==> config.mk <==
export PLATFORM = sky130hd
export DESIGN_NAME = mem_port_arbiter_flat
export DESIGN_NICKNAME = d
export VERILOG_FILES = /design/src/rtl/mem_arb_pkg.sv /design/src/rtl/mem_port_arbiter_if.sv /design/src/rtl/mem_port_arbiter.sv /design/src/flat_wrapper.sv
export SDC_FILE = /design/constraint.sdc
export NUM_CORES = 1
export LEC_CHECK = 0
export CORE_ASPECT_RATIO = 1.4
export CORE_MARGIN = 2
export CORE_UTILIZATION = 41
export CTS_BUF_LIST = sky130_fd_sc_hd__clkbuf_4
export DETAILED_ROUTE_END_ITERATION = 10
export PLACE_DENSITY = 0.91
export SLEW_MARGIN = 10
export SYNTH_ARGS = -nofsm -noshare
export SYNTH_HDL_FRONTEND = slang
export SYNTH_SLANG_ARGS = --single-unit
==> constraint.sdc <==
create_clock -name clk -period 3.4 [get_ports clk]
set_clock_uncertainty 0.15 [all_clocks]
set_input_delay 0.68 -clock clk [delete_from_list [all_inputs] [get_ports clk]]
set_output_delay 0.68 -clock clk [all_outputs]
set_load 0.01 [all_outputs]
==> src/rtl/mem_arb_pkg.sv <==
// Shared types and limits for the fetch/memory-stage RAM port arbiter.
// Both the top level and the testbench import this package.
package mem_arb_pkg;

  typedef enum logic {
    IDLE,
    RD_WAIT
  } arb_state_t;

  typedef enum logic [1:0] {
    OWN_NONE,
    OWN_IF,
    OWN_DM
  } arb_owner_t;

  // Legal parameter ranges; the counters below are sized for the upper bounds.
  localparam int RD_LAT_MIN     = 1;
  localparam int RD_LAT_MAX     = 4;
  localparam int STARVE_MIN     = 1;
  localparam int STARVE_MAX_LIM = 15;
  localparam int LAT_W          = 2;
  localparam int STARVE_W       = 4;

endpackage

==> src/rtl/mem_port_arbiter_if.sv <==
// Bundle of the fetch, memory-stage and RAM-side signals around the arbiter.
// slave = arbiter side, master = requesters plus the RAM model.
interface mem_port_arbiter_if #(
  parameter int ADDR_W = 11,
  parameter int DATA_W = 32
);

  logic              if_req;
  logic [ADDR_W-1:0] if_addr;
  logic              if_gnt;
  logic              if_rvalid;
  logic [DATA_W-1:0] if_rdata;
  logic              stall_fetch;

  logic              dm_req;
  logic              dm_we;
  logic [ADDR_W-1:0] dm_addr;
  logic [DATA_W-1:0] dm_wdata;
  logic              dm_gnt;
  logic              dm_rvalid;
  logic [DATA_W-1:0] dm_rdata;

  logic [ADDR_W-1:0] ram_addr;
  logic [DATA_W-1:0] ram_wdata;
  logic              ram_we;
  logic              ram_en;
  logic [DATA_W-1:0] ram_rdata;

  modport slave (
    input  if_req, if_addr,
    output if_gnt, if_rvalid, if_rdata, stall_fetch,
    input  dm_req, dm_we, dm_addr, dm_wdata,
    output dm_gnt, dm_rvalid, dm_rdata,
    output ram_addr, ram_wdata, ram_we, ram_en,
    input  ram_rdata
  );

  modport master (
    output if_req, if_addr,
    input  if_gnt, if_rvalid, if_rdata, stall_fetch,
    output dm_req, dm_we, dm_addr, dm_wdata,
    input  dm_gnt, dm_rvalid, dm_rdata,
    input  ram_addr, ram_wdata, ram_we, ram_en,
    output ram_rdata
  );

endinterface

==> src/rtl/mem_port_arbiter.sv <==
// Arbitrates the single-port RAM between fetch and the memory stage: memory stage
// first, fetch forced through after STARVE_MAX denied cycles, one read in flight.
module mem_port_arbiter
  import mem_arb_pkg::*;
#(
  parameter int ADDR_W     = 11,
  parameter int DATA_W     = 32,
  parameter int RD_LAT     = 2,
  parameter int STARVE_MAX = 4
) (
  input logic              clk,
  input logic              rst_n,
  mem_port_arbiter_if.slave bus
);

  if (RD_LAT < RD_LAT_MIN || RD_LAT > RD_LAT_MAX) begin : g_bad_rd_lat
    $error("mem_port_arbiter: RD_LAT must be in 1..4");
  end
  if (STARVE_MAX < STARVE_MIN || STARVE_MAX > STARVE_MAX_LIM) begin : g_bad_starve
    $error("mem_port_arbiter: STARVE_MAX must be in 1..15");
  end

  localparam logic [LAT_W-1:0]    LAT_LOAD   = LAT_W'(RD_LAT - 1);
  localparam logic [STARVE_W-1:0] STARVE_TOP = STARVE_W'(STARVE_MAX);

  arb_state_t          state_reg, state_next;
  arb_owner_t          owner_reg, owner_next;
  logic [LAT_W-1:0]    lat_cnt_reg, lat_cnt_next;
  logic [STARVE_W-1:0] starve_cnt_reg, starve_cnt_next;

  logic if_win;
  logic dm_win;
  logic rd_grant;
  logic rd_done;
  logic starve_full;

  assign starve_full = (starve_cnt_reg == STARVE_TOP);

  // Grants are decided combinationally; only IDLE may grant.
  always_comb begin
    if_win = 1'b0;
    dm_win = 1'b0;
    if (state_reg == IDLE) begin
      if (bus.if_req && (!bus.dm_req || starve_full)) begin
        if_win = 1'b1;
      end else if (bus.dm_req) begin
        dm_win = 1'b1;
      end
    end
  end

  assign rd_grant = if_win || (dm_win && !bus.dm_we);

  assign bus.if_gnt      = if_win;
  assign bus.dm_gnt      = dm_win;
  assign bus.stall_fetch = bus.if_req && !if_win;

  always_comb begin
    bus.ram_en    = if_win || dm_win;
    bus.ram_we    = dm_win && bus.dm_we;
    bus.ram_addr  = '0;
    bus.ram_wdata = '0;
    if (if_win) begin
      bus.ram_addr = bus.if_addr;
    end else if (dm_win) begin
      bus.ram_addr  = bus.dm_addr;
      bus.ram_wdata = bus.dm_wdata;
    end
  end

  always_comb begin
    state_next      = state_reg;
    owner_next      = owner_reg;
    lat_cnt_next    = lat_cnt_reg;
    starve_cnt_next = starve_cnt_reg;
    rd_done         = 1'b0;
    case (state_reg)
      IDLE: begin
        if (rd_grant) begin
          state_next   = RD_WAIT;
          owner_next   = if_win ? OWN_IF : OWN_DM;
          lat_cnt_next = LAT_LOAD;
        end
        if (if_win || !bus.if_req) begin
          starve_cnt_next = '0;
        end else if (!starve_full) begin
          starve_cnt_next = starve_cnt_reg + 1'b1;
        end
      end
      RD_WAIT: begin
        // ram_rdata is valid in the cycle the counter reaches zero.
        if (lat_cnt_reg == '0) begin
          rd_done    = 1'b1;
          state_next = IDLE;
          owner_next = OWN_NONE;
        end else begin
          lat_cnt_next = lat_cnt_reg - 1'b1;
        end
      end
      default: begin
        state_next = IDLE;
        owner_next = OWN_NONE;
      end
    endcase
  end

  always_ff @(posedge clk) begin
    if (!rst_n) begin
      state_reg      <= IDLE;
      owner_reg      <= OWN_NONE;
      lat_cnt_reg    <= '0;
      starve_cnt_reg <= '0;
    end else begin
      state_reg      <= state_next;
      owner_reg      <= owner_next;
      lat_cnt_reg    <= lat_cnt_next;
      starve_cnt_reg <= starve_cnt_next;
    end
  end

  // Port 0 returns fetch data, port 1 returns load data.
  for (genvar gi = 0; gi < 2; gi++) begin : g_port
    localparam arb_owner_t PORT_OWNER = (gi == 0) ? OWN_IF : OWN_DM;

    logic              hit;
    logic              rvalid_reg;
    logic [DATA_W-1:0] rdata_reg;

    assign hit = rd_done && (owner_reg == PORT_OWNER);

    always_ff @(posedge clk) begin
      if (!rst_n) begin
        rvalid_reg <= 1'b0;
        rdata_reg  <= '0;
      end else begin
        rvalid_reg <= hit;
        if (hit) begin
          rdata_reg <= bus.ram_rdata;
        end
      end
    end
  end

  assign bus.if_rvalid = g_port[0].rvalid_reg;
  assign bus.if_rdata  = g_port[0].rdata_reg;
  assign bus.dm_rvalid = g_port[1].rvalid_reg;
  assign bus.dm_rdata  = g_port[1].rdata_reg;

endmodule
==> src/flat_wrapper.sv <==
// flat-port wrapper written by rule: the top's interface ports become plain ports
module mem_port_arbiter_flat import mem_arb_pkg::*;
#(
  parameter int ADDR_W     = 11,
  parameter int DATA_W     = 32,
  parameter int RD_LAT     = 2,
  parameter int STARVE_MAX = 4
)
  (clk, rst_n, bus_if_req, bus_if_addr, bus_if_gnt, bus_if_rvalid, bus_if_rdata, bus_stall_fetch, bus_dm_req, bus_dm_we, bus_dm_addr, bus_dm_wdata, bus_dm_gnt, bus_dm_rvalid, bus_dm_rdata, bus_ram_addr, bus_ram_wdata, bus_ram_we, bus_ram_en, bus_ram_rdata);
  mem_port_arbiter_if #(.ADDR_W(ADDR_W), .DATA_W(DATA_W)) bus_i ();
  input logic clk;
  input logic rst_n;
  input wire logic [$bits(bus_i.if_req)-1:0] bus_if_req;
  input wire logic [$bits(bus_i.if_addr)-1:0] bus_if_addr;
  output wire logic [$bits(bus_i.if_gnt)-1:0] bus_if_gnt;
  output wire logic [$bits(bus_i.if_rvalid)-1:0] bus_if_rvalid;
  output wire logic [$bits(bus_i.if_rdata)-1:0] bus_if_rdata;
  output wire logic [$bits(bus_i.stall_fetch)-1:0] bus_stall_fetch;
  input wire logic [$bits(bus_i.dm_req)-1:0] bus_dm_req;
  input wire logic [$bits(bus_i.dm_we)-1:0] bus_dm_we;
  input wire logic [$bits(bus_i.dm_addr)-1:0] bus_dm_addr;
  input wire logic [$bits(bus_i.dm_wdata)-1:0] bus_dm_wdata;
  output wire logic [$bits(bus_i.dm_gnt)-1:0] bus_dm_gnt;
  output wire logic [$bits(bus_i.dm_rvalid)-1:0] bus_dm_rvalid;
  output wire logic [$bits(bus_i.dm_rdata)-1:0] bus_dm_rdata;
  output wire logic [$bits(bus_i.ram_addr)-1:0] bus_ram_addr;
  output wire logic [$bits(bus_i.ram_wdata)-1:0] bus_ram_wdata;
  output wire logic [$bits(bus_i.ram_we)-1:0] bus_ram_we;
  output wire logic [$bits(bus_i.ram_en)-1:0] bus_ram_en;
  input wire logic [$bits(bus_i.ram_rdata)-1:0] bus_ram_rdata;
  assign bus_i.if_req = bus_if_req;
  assign bus_i.if_addr = bus_if_addr;
  assign bus_if_gnt = bus_i.if_gnt;
  assign bus_if_rvalid = bus_i.if_rvalid;
  assign bus_if_rdata = bus_i.if_rdata;
  assign bus_stall_fetch = bus_i.stall_fetch;
  assign bus_i.dm_req = bus_dm_req;
  assign bus_i.dm_we = bus_dm_we;
  assign bus_i.dm_addr = bus_dm_addr;
  assign bus_i.dm_wdata = bus_dm_wdata;
  assign bus_dm_gnt = bus_i.dm_gnt;
  assign bus_dm_rvalid = bus_i.dm_rvalid;
  assign bus_dm_rdata = bus_i.dm_rdata;
  assign bus_ram_addr = bus_i.ram_addr;
  assign bus_ram_wdata = bus_i.ram_wdata;
  assign bus_ram_we = bus_i.ram_we;
  assign bus_ram_en = bus_i.ram_en;
  assign bus_i.ram_rdata = bus_ram_rdata;
  mem_port_arbiter #(.ADDR_W(ADDR_W), .DATA_W(DATA_W), .RD_LAT(RD_LAT), .STARVE_MAX(STARVE_MAX)) u_core (.clk(clk), .rst_n(rst_n), .bus(bus_i));
endmodule
==> impl_metrics.toml, run 1 <==
[worst_setup_path]
endpoint_kind = "output pin"
path_max_fanout = 45
r2r_start = "u_core.lat_cnt_reg[0]"
path_cells = "clkdlybuf4s50_1 -> and4b_4 -> nor3b_4 -> buf_12 -> and2_1 -> clkdlybuf4s50_1"
rr_endpoint = "u_core.bus.dm_rdata[14]"
cp-start-kind = "primary input"
cpPeakStageDelay_ns = 0.55
rrSetupSlack_ns = 1.24
r2r.worst_path.cells = 6
crit_type = "primary input to output pin"
worstPathRequired_ns = 2.57
critical_path.most_common_cell = "clkdlybuf4s50_1"
arrival_ns = 2.51
crit_path_top_delay_cell = "clkdlybuf4s50_1"

[routing]
wl_per_cell_um = 14.9
first_iter_violations = 164
detail-route-antenna-nets = 0
drc = 0
viasPerCell = 5.00
vias = 3458
postRouteWirelength_mm = 10.3
drt-pass1-iter-count = 4

[synth]
ys_warn_count = 0
synth_cell_types = 32
yosys_register_bits = 75
syn_area_um2 = 3320
syn_nets = 489
synth_area_leaders = "dfxtp_1, nand2_1, a21boi_0"
synth_seq_area_share_pct = 45.2
syn_area_per_cell_um2 = 8.40
synth_top_flop_cell = "dfxtp_1"
synth-edff-count = 0
async_flop_share_pct = 0
synth_top_area_share_pct = 45.2
syn_inst = 395
synth_top_area_cell = "dfxtp_1"

[global_routing]
overflow = 0
grt_pass1_wl_mm = 16.4
grt_max_degree = 81
grt_pass1_vias = 3513
grt_use_total_pct = 23.5
antenna_found_initial = 0

[placement]
port_buffers = 204
dpl.hpwl_mm = 7.70
place_inst = 676
gp_congestion = 0.849

[final_layout]
drive_above_1_share_pct = 5.24
layout_common_cells = "clkdlybuf4s50_1, nand2_1, dfxtp_1"
multi_input_area_um2 = 1620
final_cells = 692
nets = 681
syn2layout_area_growth_pct = 68.5
nFillCells = 583
fin_util_pct = 71.7
seq_area_um2 = 1500
num_antenna_cells = 0
final_common_cell = "clkdlybuf4s50_1"

[job]
cap_violations = 0

[sta]
tns_ns = 0
setup_viol = 0
hold_ws_ns = 0.312
finalCriticalPeriod_ns = 3.34
worst_slew_margin_rel_pct = 56.4
fmax_ghz = 0.299
worst_pin_slew_ns = 0.653
hold_violations = 0
finalCritPeriodShare_pct = 98.2
drv_slew = 0

[power]
power.density_nw_per_um2 = 335
clockPowerShare_pct = 32.7
ir_worst_vdd_mv = 0.208
finalPower_mw = 1.87
p_switching_mw = 0.445
power.share.sequential_pct = 48.2
power.share.combinational_pct = 19.1
p_sw_share_pct = 23.7
internal-power_mw = 1.43
p_leak_nw = 2.23

[clock_tree]
clk_path_buf_depth = 2
cts_sinks = 75
path_clk_slew_ns = 0.11
numCtsBuffers = 9
htreeDepth = 3
clk_latency_ns = 0.43
cts_tree = "done"
cts-root-buf = "clkbuf_4"

[worst_hold_path]
hold_path_class = "flip-flop to flip-flop"
min_from = "u_core.bus.if_rdata[27]"
min_to = "u_core.bus.if_rdata[27]"
whs_path_depth = 2

[floorplanning]
num_rows = 38
fp.dieH_um = 110
io-pin-count = 205
start_util_pct = 42.6
dieArea_um2 = 8840
die_x_um = 80.0
core_area_um2 = 7800

[status]
outcome = "complete, no violations"
[critical path: cells and delay by family]
kind                   cells  cell delay (ns)
buffers and inverters      3             1.22
AND/OR/NAND/NOR            3             0.61
[power by group through the flow]
stage          sequential (mW)  clock, mW  combinational, mW
2_1_floorplan            0.926          0              0.136
3_3_place_gp             0.922          0              0.356
3_5_place_dp             0.923          0              0.362
5_1_grt                  0.906      0.666              0.382
6_report                 0.903      0.614              0.357
4_1_cts                  0.903      0.627              0.365
[cells in the mapped netlist, types with 4 or more instances]
master,n
nand2_1,134
dfxtp_1,75
a21boi_0,60
and2_1,36
buf_2,13
a22o_1,11
clkbuf_1,11
a21boi_1,6
buf_6,6
inv_1,5
nand3_1,4
nand3b_1,4
[how the worst max path moves through the flow]
stage	end	slack, ns	start	cells after the start
6_report	bus_ram_wdata[15]	0.06	bus_if_req	6
5_1_grt	bus_ram_wdata[15]	-0.03	bus_if_req	6
4_1_cts	bus_ram_wdata[17]	0.03	bus_if_req	6
3_5_place_dp	bus_ram_wdata[7]	0.04	bus_if_req	6
3_3_place_gp	bus_ram_wdata[17]	0.08	bus_if_req	6
2_1_floorplan	bus_ram_wdata[22]	0.96	bus_if_req	4
[what timing repair did]
action / CTS / global route
resized for setup: 2 / 22
pin swaps: 0 / 0
hold buffers: 0 / 0
setup buffers: 0 / 0
setup endpoints to repair: 3 / 22
[cell type report]
class                           count  area share [%]
Timing Repair Buffer              211            38.5
Inverter                            6           0.492
Tap cell                          100            2.24
Clock buffer                       11            1.48
Sequential cell                    75            26.9
Clock inverter                      5            1.39
Multi-Input combinational cell    284            29.0
[logic make-up after synthesis]
kind of cell | count (synthesis) | share of synthesized area [%]
fa+ha+maj | 3 | 1.13
buf+inv | 36 | 5.96
flops | 75 | 45.2
simple gates | 194 | 27.4
compound gates | 87 | 20.2
[through the flow]
stage	setup slack (ns)	instance area, µm²
3_5_place_dp	0.0407	5370
3_3_place_gp	0.0772	5370
4_1_cts	0.0329	5540
5_1_grt	-0.0295	5590
2_1_floorplan	0.965	3320
6_report	0.0603	5590
[layer usage]
layer	GRT usage (%)	wire, µm	part of all wire [%]
met5	0	0	0
met4	9.49	293	2.8
met3	6.29	761	7.4
met2	43.3	5610	54
met1	24.3	3650	35
Note: power is estimated with default switching activity, not from simulation.
==> inputs of run 2 (changes only) <==
Settings changed: CAP_MARGIN set to 30, GPL_ROUTABILITY_DRIVEN set to 0.
==> results of run 2 <==
Final layout, timing and power as in run 1 (identical DEF).
==> RTL edit, RTL diff (config.mk and constraints of run 2) <==
`DATA_W` is set to 32 in 3 places; all go to 24.
--- a/src/rtl/mem_port_arbiter_if.sv
+++ b/src/rtl/mem_port_arbiter_if.sv
@@ -3,5 +3,5 @@
 interface mem_port_arbiter_if #(
   parameter int ADDR_W = 11,
-  parameter int DATA_W = 32
+  parameter int DATA_W = 24
 );
 
--- a/src/rtl/mem_port_arbiter.sv
+++ b/src/rtl/mem_port_arbiter.sv
@@ -5,5 +5,5 @@
 #(
   parameter int ADDR_W     = 11,
-  parameter int DATA_W     = 32,
+  parameter int DATA_W     = 24,
   parameter int RD_LAT     = 2,
   parameter int STARVE_MAX = 4
--- a/src/flat_wrapper.sv
+++ b/src/flat_wrapper.sv
@@ -3,5 +3,5 @@
 #(
   parameter int ADDR_W     = 11,
-  parameter int DATA_W     = 32,
+  parameter int DATA_W     = 24,
   parameter int RD_LAT     = 2,
   parameter int STARVE_MAX = 4
Ports: changed (5 resized); port bits go from 205 to 165. No check against the original RTL was run, so the function may have changed too.
==> RTL edit against run 2 <==
- routed wire length down 23%
- setup slack improved by 54 ps
- sequential cell count down 16
- sequential power down 20%
- power shrank 23%
- design area down 20%
- largest power group unchanged
- synthesized area down 20%
==> RTL edit: results (changes against run 2) <==
INFO  run_status     result_of_the_run=finished, final reports clean
INFO  layout         antennaDiodeCount=0 [unchanged]
INFO  logic_synthesis post_synth_mux_area_share=0.378% [+0.38 points]
INFO  clock_network  postCtsSetupBuffers=0 [unchanged]
INFO  pwr            peak_supply_drop=0.157mV [-25%]
INFO  setup_path     critical_path_peak_fanout=14 [-69%]
INFO  routing        routed_wl=7.96mm [-23%]
INFO  logic_synthesis most_used_dff_post_synth=dfxtp_1
INFO  min_path       worst_hold_startpoint=u_core.bus.if_rdata[14]
INFO  global_route   grt_first_pass_wirelength=12.5mm [-24%]
INFO  placement      dp_hpwl=6.17mm [-20%]
INFO  logic_synthesis synth_cell_types=35 [+9.4%]
INFO  global_route   largest_net_degree_at_the_start_of_global_routing=33 [-59%]
INFO  clock_network  cts.root.buffer_cell=clkbuf_4
INFO  routing        dr.pass1.iters=6 [+2]
INFO  pwr            leakagePower=1.68nW [-25%]
INFO  logic_synthesis synth_compound_gate_area_share=20.4% [+0.12 points]
INFO  sta            slew_headroom=56.8% [+0.35 points]
INFO  logic_synthesis cells_taking_the_most_area_after_synthesis=dfxtp_1, nand2_1, a21boi_1
INFO  global_route   vias_in_the_first_global_route=2756 [-22%]
INFO  logic_synthesis synth-seq-area-share=44.6% [-0.64 points]
INFO  logic_synthesis mappedNetlistNets=389 [-20%]
INFO  layout         post_route_cells_drive_above_1_share=6.65% [+1.4 points]
INFO  logic_synthesis synth.cells.most_frequent=nand2_1, dfxtp_1, a21boi_1
INFO  setup_path     critical_path.slowest_cell=clkdlybuf4s50_1
INFO  routing        first_iter_violations=152 [-7.3%]
INFO  setup_path     worst_setup_path_startpoint=bus_dm_req
INFO  placement      placement.io_buffers=164 [-20%]
INFO  clock_network  cts_max_path_buffers=2 [unchanged]
INFO  logic_synthesis area_share_of_fa_ha_maj_cells_after_synthesis=1.42% [+0.29 points]
INFO  clock_network  h_tree_levels=3 [unchanged]
INFO  clock_network  clkSlewWorstSetupHoldPaths=90ps [-20 ps]
INFO  logic_synthesis synthArstFlopShare=0% [unchanged]
INFO  setup_path     cp_data_arrival_time=2460ps [-50 ps]
INFO  logic_synthesis ys.warnings.count=0 [unchanged]
INFO  routing        number_of_vias_per_cell_after_detailed_routing=5.17 [+3.4%]
INFO  setup_path     critical-path-max-stage-delay=540ps
INFO  logic_synthesis synth-xor-area-share=0% [unchanged]
INFO  clock_network  numCtsBuffers=9 [unchanged]
INFO  global_route   track_usage=22.3% [-1.2 points]
INFO  global_route   antenna_found_initial=0 [unchanged]
INFO  clock_network  post_cts_resized=0 [-2]
INFO  layout         finalNetCount=554 [-19%]
INFO  setup_path     worstReg2RegStart=u_core.state_reg
INFO  min_path       holdCritPathClass=reg -> reg
INFO  clock_network  worstSkewPairLatency=390ps [-40 ps]
-- RTL edit: cell count changes after synthesis, moves of 3 or more --
cell and delta:
a21boi_0 -50, nand2_1 -34, a21boi_1 +32, and2_1 -32
and3_1 +26, dfxtp_1 -16, buf_2 -9, o21ai_0 +4
nor2_1 -3
-- RTL edit: final cells by class --
type | count | area, sq um
multi-input cells | 227 | 1330
clock inverters | 4 | 17.5
fillers | 494 | 1780
repair buffers | 175 | 1750
inverters | 4 | 15.0
flip-flops and latches | 59 | 1180
well taps | 72 | 90.1
clock buffers | 12 | 90.1
-- RTL edit: cell families (layout without fill, tap and decap cells) --
group / after synthesis / count (layout)
flops: 59 / 59
simple gates: 152 / 152
mux: 1 / 1
compound gates: 71 / 71
fa+ha+maj: 3 / 3
buf+inv: 25 / 195
-- RTL edit: per-stage QoR --
| step | area [sq um] | hold WS, ps | instances | setup slack [ps] | power (W) |
|---|---|---|---|---|---|
| CTS | 4470 | 308 | 553 | 107 | 0.00147 |
| global placement | 4340 | 289 | 535 | 153 | 0.00106 |
| finish | 4470 | 305 | 553 | 115 | 0.00145 |
| detailed placement | 4370 | 295 | 537 | 114 | 0.00107 |
| global route | 4470 | 330 | 553 | 25.2 | 0.00152 |
| floorplan | 2650 | 285 | 311 | 1140 | 0.000862 |
-- RTL edit: per-layer routing --
layer	wire, um	global-route usage (%)
met2	4230	40.2
met4	112	8.27
met3	758	7.70
met5	0	0
met1	2860	23.6
-- RTL edit: worst paths after layout --
path	end	slack, ps	cells past startpoint
setup / recovery	bus_ram_addr[0]	110	5
hold / removal	u_core.bus.if_rdata[14]	300	2
setup reg to reg	u_core.bus.dm_rdata[12]	1170	5
hold reg to reg	u_core.bus.if_rdata[14]	300	2
-- RTL edit: worst max-delay path: cells and delay by family --
| family | cells | cell delay (ps) |
|---|---|---|
| AOI/OAI and AO/OA | 1 | 210 |
| buffers and inverters | 2 | 1010 |
| and+or+nand+nor | 2 | 540 |
-- RTL edit: report_power, final --
part	internal, W	leakage, nW	switching (W)
logic	0.000206	1.14	0.000124
registers	0.000706	0.477	0.0000150
clock network	0.000168	0.0662	0.000232
total	0.00108	1.68	0.000370
